## config.mk

```make
export PLATFORM = sky130hd
export DESIGN_NAME = dmem_arbiter
export DESIGN_NICKNAME = d
export VERILOG_FILES = /design/src/rtl/dmem_arbiter.sv
export SDC_FILE = /design/constraint.sdc
export NUM_CORES = 1
export LEC_CHECK = 0
export ABC_AREA = 1
export BUFFER_PORTS_ARGS = -buffer_cell sky130_fd_sc_hd__buf_2
export CAP_MARGIN = 10
export CORE_ASPECT_RATIO = 0.75
export CORE_MARGIN = 8
export CORE_UTILIZATION = 48
export CTS_BUF_LIST = sky130_fd_sc_hd__clkbuf_2
export DETAILED_ROUTE_END_ITERATION = 8
export PLACE_DENSITY_LB_ADDON = 0.3
export SYNTH_ARGS = -nofsm -noshare
export SYNTH_HDL_FRONTEND = slang
export SYNTH_SLANG_ARGS = --single-unit
```

## constraint.sdc

```tcl
create_clock -name clock -period 1.59 [get_ports clock]
set_input_delay 0.0795 -clock clock [delete_from_list [all_inputs] [get_ports clock]]
set_output_delay 0.0795 -clock clock [all_outputs]
set_load 0.1 [all_outputs]
```

## src/rtl/dmem_arbiter.sv

```systemverilog
// Purpose: shares the single data-memory port between the CPU load/store path
//          and the debug/loader port. Every access runs through the same
//          fixed-latency IDLE -> ISSUE -> WAIT -> RESP sequence.
// Latency: a request seen in IDLE in cycle 0 is acked in cycle 1+MEM_LAT.
//          Back-to-back accesses complete once every MEM_LAT+2 cycles.
// Backpressure: each requester holds req/we/addr/wdata until its ack.
//          cpu_stall freezes the PC in the meantime. The losing requester
//          simply waits, because requests are only sampled in IDLE.
//
// Ports:
//   clock, reset                          rising-edge clock; async active-low reset
//   cpu_req/we/addr/wdata -> cpu_ack      CPU port. cpu_rdata is valid during the
//                                         ack and holds until the next CPU load.
//   cpu_stall                             cpu_req & ~cpu_ack
//   dbg_req/we/addr/wdata -> dbg_ack      debug port, same protocol; dbg_rdata
//   mem_read/mem_write/mem_addr/mem_wdata memory request, strobes high for 1 cycle
//   mem_rdata                             read data, valid MEM_LAT cycles after issue
//
// Parameters: ADDR_W, DATA_W, MEM_LAT (legal range 1..15).
// Optional macro DMEM_ARB_FIXED_PRIO_EN: when defined, the CPU always wins a
//   simultaneous request (debug can starve). When undefined, simultaneous
//   requests alternate round-robin.

module dmem_arbiter #(
  parameter int ADDR_W  = 32,
  parameter int DATA_W  = 32,
  parameter int MEM_LAT = 1
) (
  input  logic              clock,
  input  logic              reset,
  input  logic              cpu_req,
  input  logic              cpu_we,
  input  logic [ADDR_W-1:0] cpu_addr,
  input  logic [DATA_W-1:0] cpu_wdata,
  output logic              cpu_ack,
  output logic [DATA_W-1:0] cpu_rdata,
  output logic              cpu_stall,
  input  logic              dbg_req,
  input  logic              dbg_we,
  input  logic [ADDR_W-1:0] dbg_addr,
  input  logic [DATA_W-1:0] dbg_wdata,
  output logic              dbg_ack,
  output logic [DATA_W-1:0] dbg_rdata,
  output logic              mem_read,
  output logic              mem_write,
  output logic [ADDR_W-1:0] mem_addr,
  output logic [DATA_W-1:0] mem_wdata,
  input  logic [DATA_W-1:0] mem_rdata
);

  typedef enum logic [1:0] {IDLE, ISSUE, WAIT, RESP} state_t;

  localparam logic [3:0] LAT_LOAD = 4'(MEM_LAT - 1);

  state_t            state_q, state_d;
  logic [3:0]        cnt_q, cnt_d;
  // Owner of the current (or most recent) access: 1 = DBG, 0 = CPU.
  // This doubles as last_grant for the round-robin decision.
  logic              last_dbg_q;
  logic              we_q;
  logic [ADDR_W-1:0] addr_q;
  logic [DATA_W-1:0] wdata_q;
  logic [DATA_W-1:0] cpu_rdata_q;
  logic [DATA_W-1:0] dbg_rdata_q;

  logic              any_req;
  logic              pick_dbg;
  logic              grant;
  logic              load_resp;

  assign any_req = cpu_req | dbg_req;

`ifdef DMEM_ARB_FIXED_PRIO_EN
  assign pick_dbg = dbg_req & ~cpu_req;
`else
  // On a tie, grant the port that did not win last time.
  assign pick_dbg = dbg_req & (~cpu_req | ~last_dbg_q);
`endif

  // Next state and outputs
  always_comb begin
    state_d   = state_q;
    cnt_d     = cnt_q;
    grant     = 1'b0;
    mem_read  = 1'b0;
    mem_write = 1'b0;
    cpu_ack   = 1'b0;
    dbg_ack   = 1'b0;
    load_resp = 1'b0;
    case (state_q)
      IDLE: begin
        if (any_req) begin
          grant   = 1'b1;
          state_d = ISSUE;
        end
      end
      ISSUE: begin
        mem_read  = ~we_q;
        mem_write = we_q;
        cnt_d     = LAT_LOAD;
        state_d   = (MEM_LAT > 1) ? WAIT : RESP;
      end
      WAIT: begin
        cnt_d = cnt_q - 4'd1;
        if (cnt_q == 4'd1) state_d = RESP;
      end
      RESP: begin
        cpu_ack   = ~last_dbg_q;
        dbg_ack   = last_dbg_q;
        load_resp = ~we_q;
        state_d   = IDLE;
      end
      default: state_d = IDLE;
    endcase
  end

  // State and datapath registers
  always_ff @(posedge clock or negedge reset) begin
    if (!reset) begin
      state_q     <= IDLE;
      cnt_q       <= '0;
      last_dbg_q  <= 1'b1;
      we_q        <= 1'b0;
      addr_q      <= '0;
      wdata_q     <= '0;
      cpu_rdata_q <= '0;
      dbg_rdata_q <= '0;
    end else begin
      state_q <= state_d;
      cnt_q   <= cnt_d;
      if (grant) begin
        last_dbg_q <= pick_dbg;
        we_q       <= pick_dbg ? dbg_we    : cpu_we;
        addr_q     <= pick_dbg ? dbg_addr  : cpu_addr;
        wdata_q    <= pick_dbg ? dbg_wdata : cpu_wdata;
      end
      if (load_resp && !last_dbg_q) cpu_rdata_q <= mem_rdata;
      if (load_resp &&  last_dbg_q) dbg_rdata_q <= mem_rdata;
    end
  end

  // mem_rdata only becomes valid in the RESP cycle itself. It is therefore
  // forwarded during the ack and captured at the RESP edge so that it holds
  // afterwards.
  assign cpu_rdata = (load_resp && !last_dbg_q) ? mem_rdata : cpu_rdata_q;
  assign dbg_rdata = (load_resp &&  last_dbg_q) ? mem_rdata : dbg_rdata_q;

  // The latched request stays on the memory bus through WAIT and beyond.
  assign mem_addr  = addr_q;
  assign mem_wdata = wdata_q;

  assign cpu_stall = cpu_req & ~cpu_ack;

endmodule

```

==> results of run 1 <==
[Yosys cell counts]
master    number  area, µm²
buf_1          2      7.510
and3_1         1      6.260
buf_4          5      37.54
ha_1           6      75.07
o22ai_1        1      6.260
nor3b_1        1      7.510
dfrtp_1      135       3378
nor2_2         1      6.260
dfstp_2        1      26.28
nand2_2        2      12.51
inv_1         44      165.2
o21ai_0       49      245.2
nor2_1         6      22.52
o21ai_1       17      85.08
clkbuf_1      15      56.30
nand3_1       69      345.3
or2_2          1      6.260
inv_2          1      3.750
nand2_1      404       1516
o21ai_2        1      8.760
a21oi_1        2      10.01
buf_2         25      125.1
[cells by family after synthesis]
kind of cell / share of synthesized area, %
fa+ha+maj: 1.220
compound gates: 5.775
flops: 55.33
simple gates: 31.25
buf+inv: 6.425
[through the flow]
stage | hold WS, ns | setup slack, ns | TNS [ns] | util (%) | instances
after detailed placement | 0.02953 | -0.07981 | -0.9250 | 79.40 | 1238
after floorplan | -0.2161 | -0.7378 | -75.80 | - | 789
after global placement | 0.03192 | -0.009957 | -0.09721 | 79.40 | 1238
==> impl_metrics.csv, run 1 <==
group,metric,value,unit
run_status,status,"aborted with a tool error",
run_status,stop_stage,"4_1_cts",
run_status,tool.error,"[ERROR DPL-0033] detailed placement checks failed during check placement.",
clock_network,hold_buffers,166,
die,initial_core_util,49.65,%
synth,syn-cell-area,6153,µm²
die,io_pins,299,
placed_design,place_hpwl,16840,µm
synth,yosysWarningCount,0,
clock_network,cts_max_path_buffers,2,
placed_design,place_congestion,0.8493,
synth,postSynthCellCount,789,
clock_network,post-cts-setup-buffer-count,15,
clock_network,cts_resized,125,
clock_network,cts_sinks,136,
synth,synth-seq-cells,136,
die,rows,35,
synth,synth.distinct_cells,22,
die,dieWidth,146.7,µm
clock_network,cts_made_buffers,17,
synth,synth_seq_area_share,55.33,%
clock_network,root_buffer,"clkbuf_2",
clock_network,htreeDepth,4,
synth,synth.avg_cell_area,7.799,µm²
die,die_h,114.1,µm
synth,syn-num-nets,961,
placed_design,port_buffers,298,
placed_design,placed_area,9841,µm²
==> run 2: changes to the inputs <==
Settings changed: CORE_ASPECT_RATIO 0.75 to default, CORE_UTILIZATION 48 to 40, CTS_BUF_LIST sky130_fd_sc_hd__clkbuf_2 to default, PLACE_DENSITY_LB_ADDON 0.3 to 0.15.
==> impl_metrics.csv, run 2 <==
group,metric,value,unit
run_status,status,"finished with violations",
run_status,failed_checks,"negative setup slack",
global_routing,grt_pass1_wl,40250,µm
clock_network,htreeDepth,4,
setup_path,timing.rr.start,"state_q[0]",
clock_network,cts_tree,"done",
layout,drive_gt1_share,45.24,%
placed_design,post-place-ws,0.005334,ns
drt,wl,27620,µm
die,core-area,15150,µm²
timing,fmax,491.6,MHz
hold_path,whs_path_depth,5,
timing,whs,0.01598,ns
flow_run,max_cap_viol_count,0,
hold_path,holdPathEnd,"mem_addr[31]",
synth,synth_seq_area_share,55.33,%
global_routing,grt_max_degree,66,
synth,synthTopCellsByCount,"nand2_1, dfrtp_1, nand3_1, o21ai_0, inv_1",
placed_design,port_buffers,298,
die,die_h,140.0,µm
timing,tightest_slew,0.5326,ns
global_routing,grt_antenna_before_repair,2,
setup_path,start_kind,"flop",
clock_network,cts.clk_slew.worst_paths,0.06,ns
clock_network,root_buffer,"clkbuf_16",
synth,yosysMostFrequentCell,"nand2_1",
die,io_pins,299,
global_routing,track_usage,25.82,%
synth,synth-edff-count,0,
timing,min_period,2.034,ns
placed_design,place_congestion,0.8103,
global_routing,grt_pass1_vias,7590,
timing,final_max_slew_viol_count,0,
die,dieWidth,140.0,µm
drt,detail-route-antenna-nets,0,
clock_network,cts_sinks,136,
setup_path,worstPathArrival,1.95,ns
layout,syn_to_final_growth,104.6,%
synth,yosys.area.top_type_share,54.90,%
drt,vias,7490,
timing,setup_viol,134,
drt,avgRoutedWirePerCell,19.04,µm
synth,synth-seq-cells,136,
clock_network,cts_max_path_buffers,2,
drt,drtIter0Drc,539,
die,rows,45,
setup_path,rr_worst_depth,10,
setup_path,critPathLaunch,"state_q[0]",
synth,postSynthCellCount,789,
layout,layout.nets,1419,
timing,hold_viol_final,0,
synth,synth.avg_cell_area,7.799,µm²
global_routing,grt-ovfl-total,0,
setup_path,critPathKind,"flop to output port",
synth,yosysTopAreaCell,"dfrtp_1",
clock_network,cts_made_buffers,17,
clock_network,clk-insertion-delay-late,0.41,ns
timing,fin_ws,-0.4441,ns
setup_path,rrSetupSlack,-0.14,ns
layout,layout_common_cells,"nand2_1, buf_2, dfrtp_1",
drt,drt_drc_violations_left,0,
drt,first_pass_iters,5,
synth,ys_dominant_reg_cell,"dfrtp_1",
timing,rsz0062_at_grt,"yes",
synth,synth_area_leaders,"dfrtp_1, nand2_1, nand3_1",
setup_path,regToRegEndpoint,"mem_addr[5]",
placed_design,place_hpwl,15950,µm
die,fp.dieArea,19610,µm²
layout,utilization,83.11,%
drt,vias_per_cell,5.166,
die,initial_core_util,40.63,%
timing,period_share,127.9,%
timing,slew_headroom,64.73,%
hold_path,hp-class,"primary input to flop",
setup_path,critPathCaptureType,"output port",
hold_path,min_from,"dbg_addr[31]",
layout,layout_commonest_cell,"nand2_1",
setup_path,required,1.51,ns
synth,syn-cell-area,6153,µm²
setup_path,crit_fanout,5,
timing,finalClockSkew,0.008796,ns
synth,syn-num-nets,961,
synth,ys_async_sr_fraction,100.0,%
synth,yosysWarningCount,0,
synth,synth.distinct_cells,22,
==> run 2: layout make-up <==
type                    count  area (µm²)
flip-flops and latches    136        3405
fillers                   784        2557
repair inverters            1       11.26
well taps                 188       235.2
inverters                  45       182.7
diodes                      2       5.005
multi-input cells         561        3423
repair buffers            485        4663
clock buffers              21       470.5
clock inverters            11       192.7
==> run 2: worst max-delay path by stage <==
| stage | endpoint | slack [ns] | cells after the start |
|---|---|---|---|
| floorplan | cpu_rdata_q[10] | -0.74 | 6 |
| global placement | dbg_rdata[21] | 0.05 | 8 |
| detailed placement | dbg_rdata[0] | 0.005 | 8 |
| CTS | dbg_rdata[0] | -0.44 | 7 |
| global route | cpu_rdata[19] | -0.52 | 8 |
| finish | cpu_rdata[31] | -0.44 | 8 |
==> run 2: metrics by stage <==
stage / cells / instance area (µm²) / TNS, ns
after floorplan: 789 / 7029 / -75.80
after global placement: 1275 / 9993 / 0
after detailed placement: 1275 / 9993 / 0
after CTS: 1426 / 12000 / -24.88
after global routing: 1450 / 12590 / -38.92
final: 1450 / 12590 / -30.41
==> run 2: routing by layer <==
metal,vias to the layer above,part of all wire [%],GRT usage (%)
li1,3379,-,-
met1,3527,37,28.68
met2,473,50,43.98
met3,111,8.8,8.291
met5,-,0,0
met4,0,4.7,12.80
==> run 2: cell families after synthesis <==
| logic type | count (synthesis) | share of synthesized area, % |
|---|---|---|
| compound gates | 70 | 5.775 |
| fa+ha+maj | 6 | 1.220 |
| buf+inv | 92 | 6.425 |
| flops | 136 | 55.33 |
| simple gates | 485 | 31.25 |
==> run 2: timing repair <==
action,in CTS,in global routing
pin swaps,8,8
endpoints found under the hold margin,197,0
gates resized for setup,46,95
hold buffers,109,0
gates cloned,2,12
setup endpoints to repair,68,133
setup buffers,10,11
==> run 2: worst max-delay path: stages, from the launching register on <==
cell	delay, ns
dfrtp_1	0.40
ha_4	0.18
inv_2	0.06
nor2_4	0.13
nand2_4	0.11
buf_6	0.16
buf_12	0.14
o21ai_4	0.15
buf_12	0.19
Power of run 2 is left out: the tool's default activity adds up to more than one toggle a clock period on the data nets, which glitch-free logic cannot reach.
==> run 3: changes to the inputs <==
Settings changed: CORE_MARGIN 8 to 4, CORE_UTILIZATION 40 to 46.
==> impl_metrics.csv, run 3 <==
group,metric,value,unit
placed_design,place_congestion,0.8143,
synth,synth-seq-cells,136,
synth,synth-edff-count,0,
synth,syn-num-nets,961,
synth,yosysTopAreaCell,"dfrtp_1",
synth,ys_async_sr_fraction,100.0,%
run_status,stop_stage,"5_1_grt",
die,initial_core_util,47.79,%
synth,ys_dominant_reg_cell,"dfrtp_1",
die,rows,41,
placed_design,dp.cells,1257,
clock_network,htreeDepth,4,
synth,yosys.area.top_type_share,54.90,%
synth,synth_seq_area_share,55.33,%
placed_design,place_hpwl,16210,µm
die,io_pins,299,
timing,endpoint_type,"primary output",
global_routing,grt_max_degree,66,
die,die_h,123.7,µm
synth,synth.distinct_cells,22,
die,dieWidth,123.7,µm
synth,yosysMostFrequentCell,"nand2_1",
synth,yosysWarningCount,0,
clock_network,cts_sinks,136,
clock_network,cts_made_buffers,17,
clock_network,root_buffer,"clkbuf_16",
synth,postSynthCellCount,789,
clock_network,cts_max_path_buffers,2,
timing,worst_endpoint,"dbg_rdata[26]",
run_status,tool.error,"[ERROR DPL-0038] Utilization greater than 100%, impossible to legalize",
synth,synth.avg_cell_area,7.799,µm²
synth,syn-cell-area,6153,µm²
run_status,status,"aborted with a tool error",
synth,synth_area_leaders,"dfrtp_1, nand2_1, nand3_1",
placed_design,port_buffers,298,
synth,synthTopCellsByCount,"nand2_1, dfrtp_1, nand3_1, o21ai_0, inv_1",
run 3: cell counts after synthesis:
No cell type changed its count.
run 3: timing repair:
item	4_1_cts
pin swaps	13
setup buffers	9
resized for setup	45
hold buffers	103
gates cloned	2
endpoints found under the hold margin	197
setup endpoints to repair	68
run 3: cells by family after synthesis:
group	synth area share, %
and+or+nand+nor	31.25
DFF	55.33
buffers and inverters	6.425
adders and majority gates	1.220
AOI/OAI and AO/OA	5.775
run 3: metrics by stage:
stage	setup slack (ns)	cell area (µm²)	hold WS, ns	utilization (%)	setup TNS, ns
after CTS	-0.4620	11910	0.001098	92.46	-27.12
after detailed placement	-0.05047	9958	0.02820	77.34	-0.07861
after global placement	0.004735	9958	0.02796	77.34	0
after floorplan	-0.7378	7029	-0.2161	-	-75.80
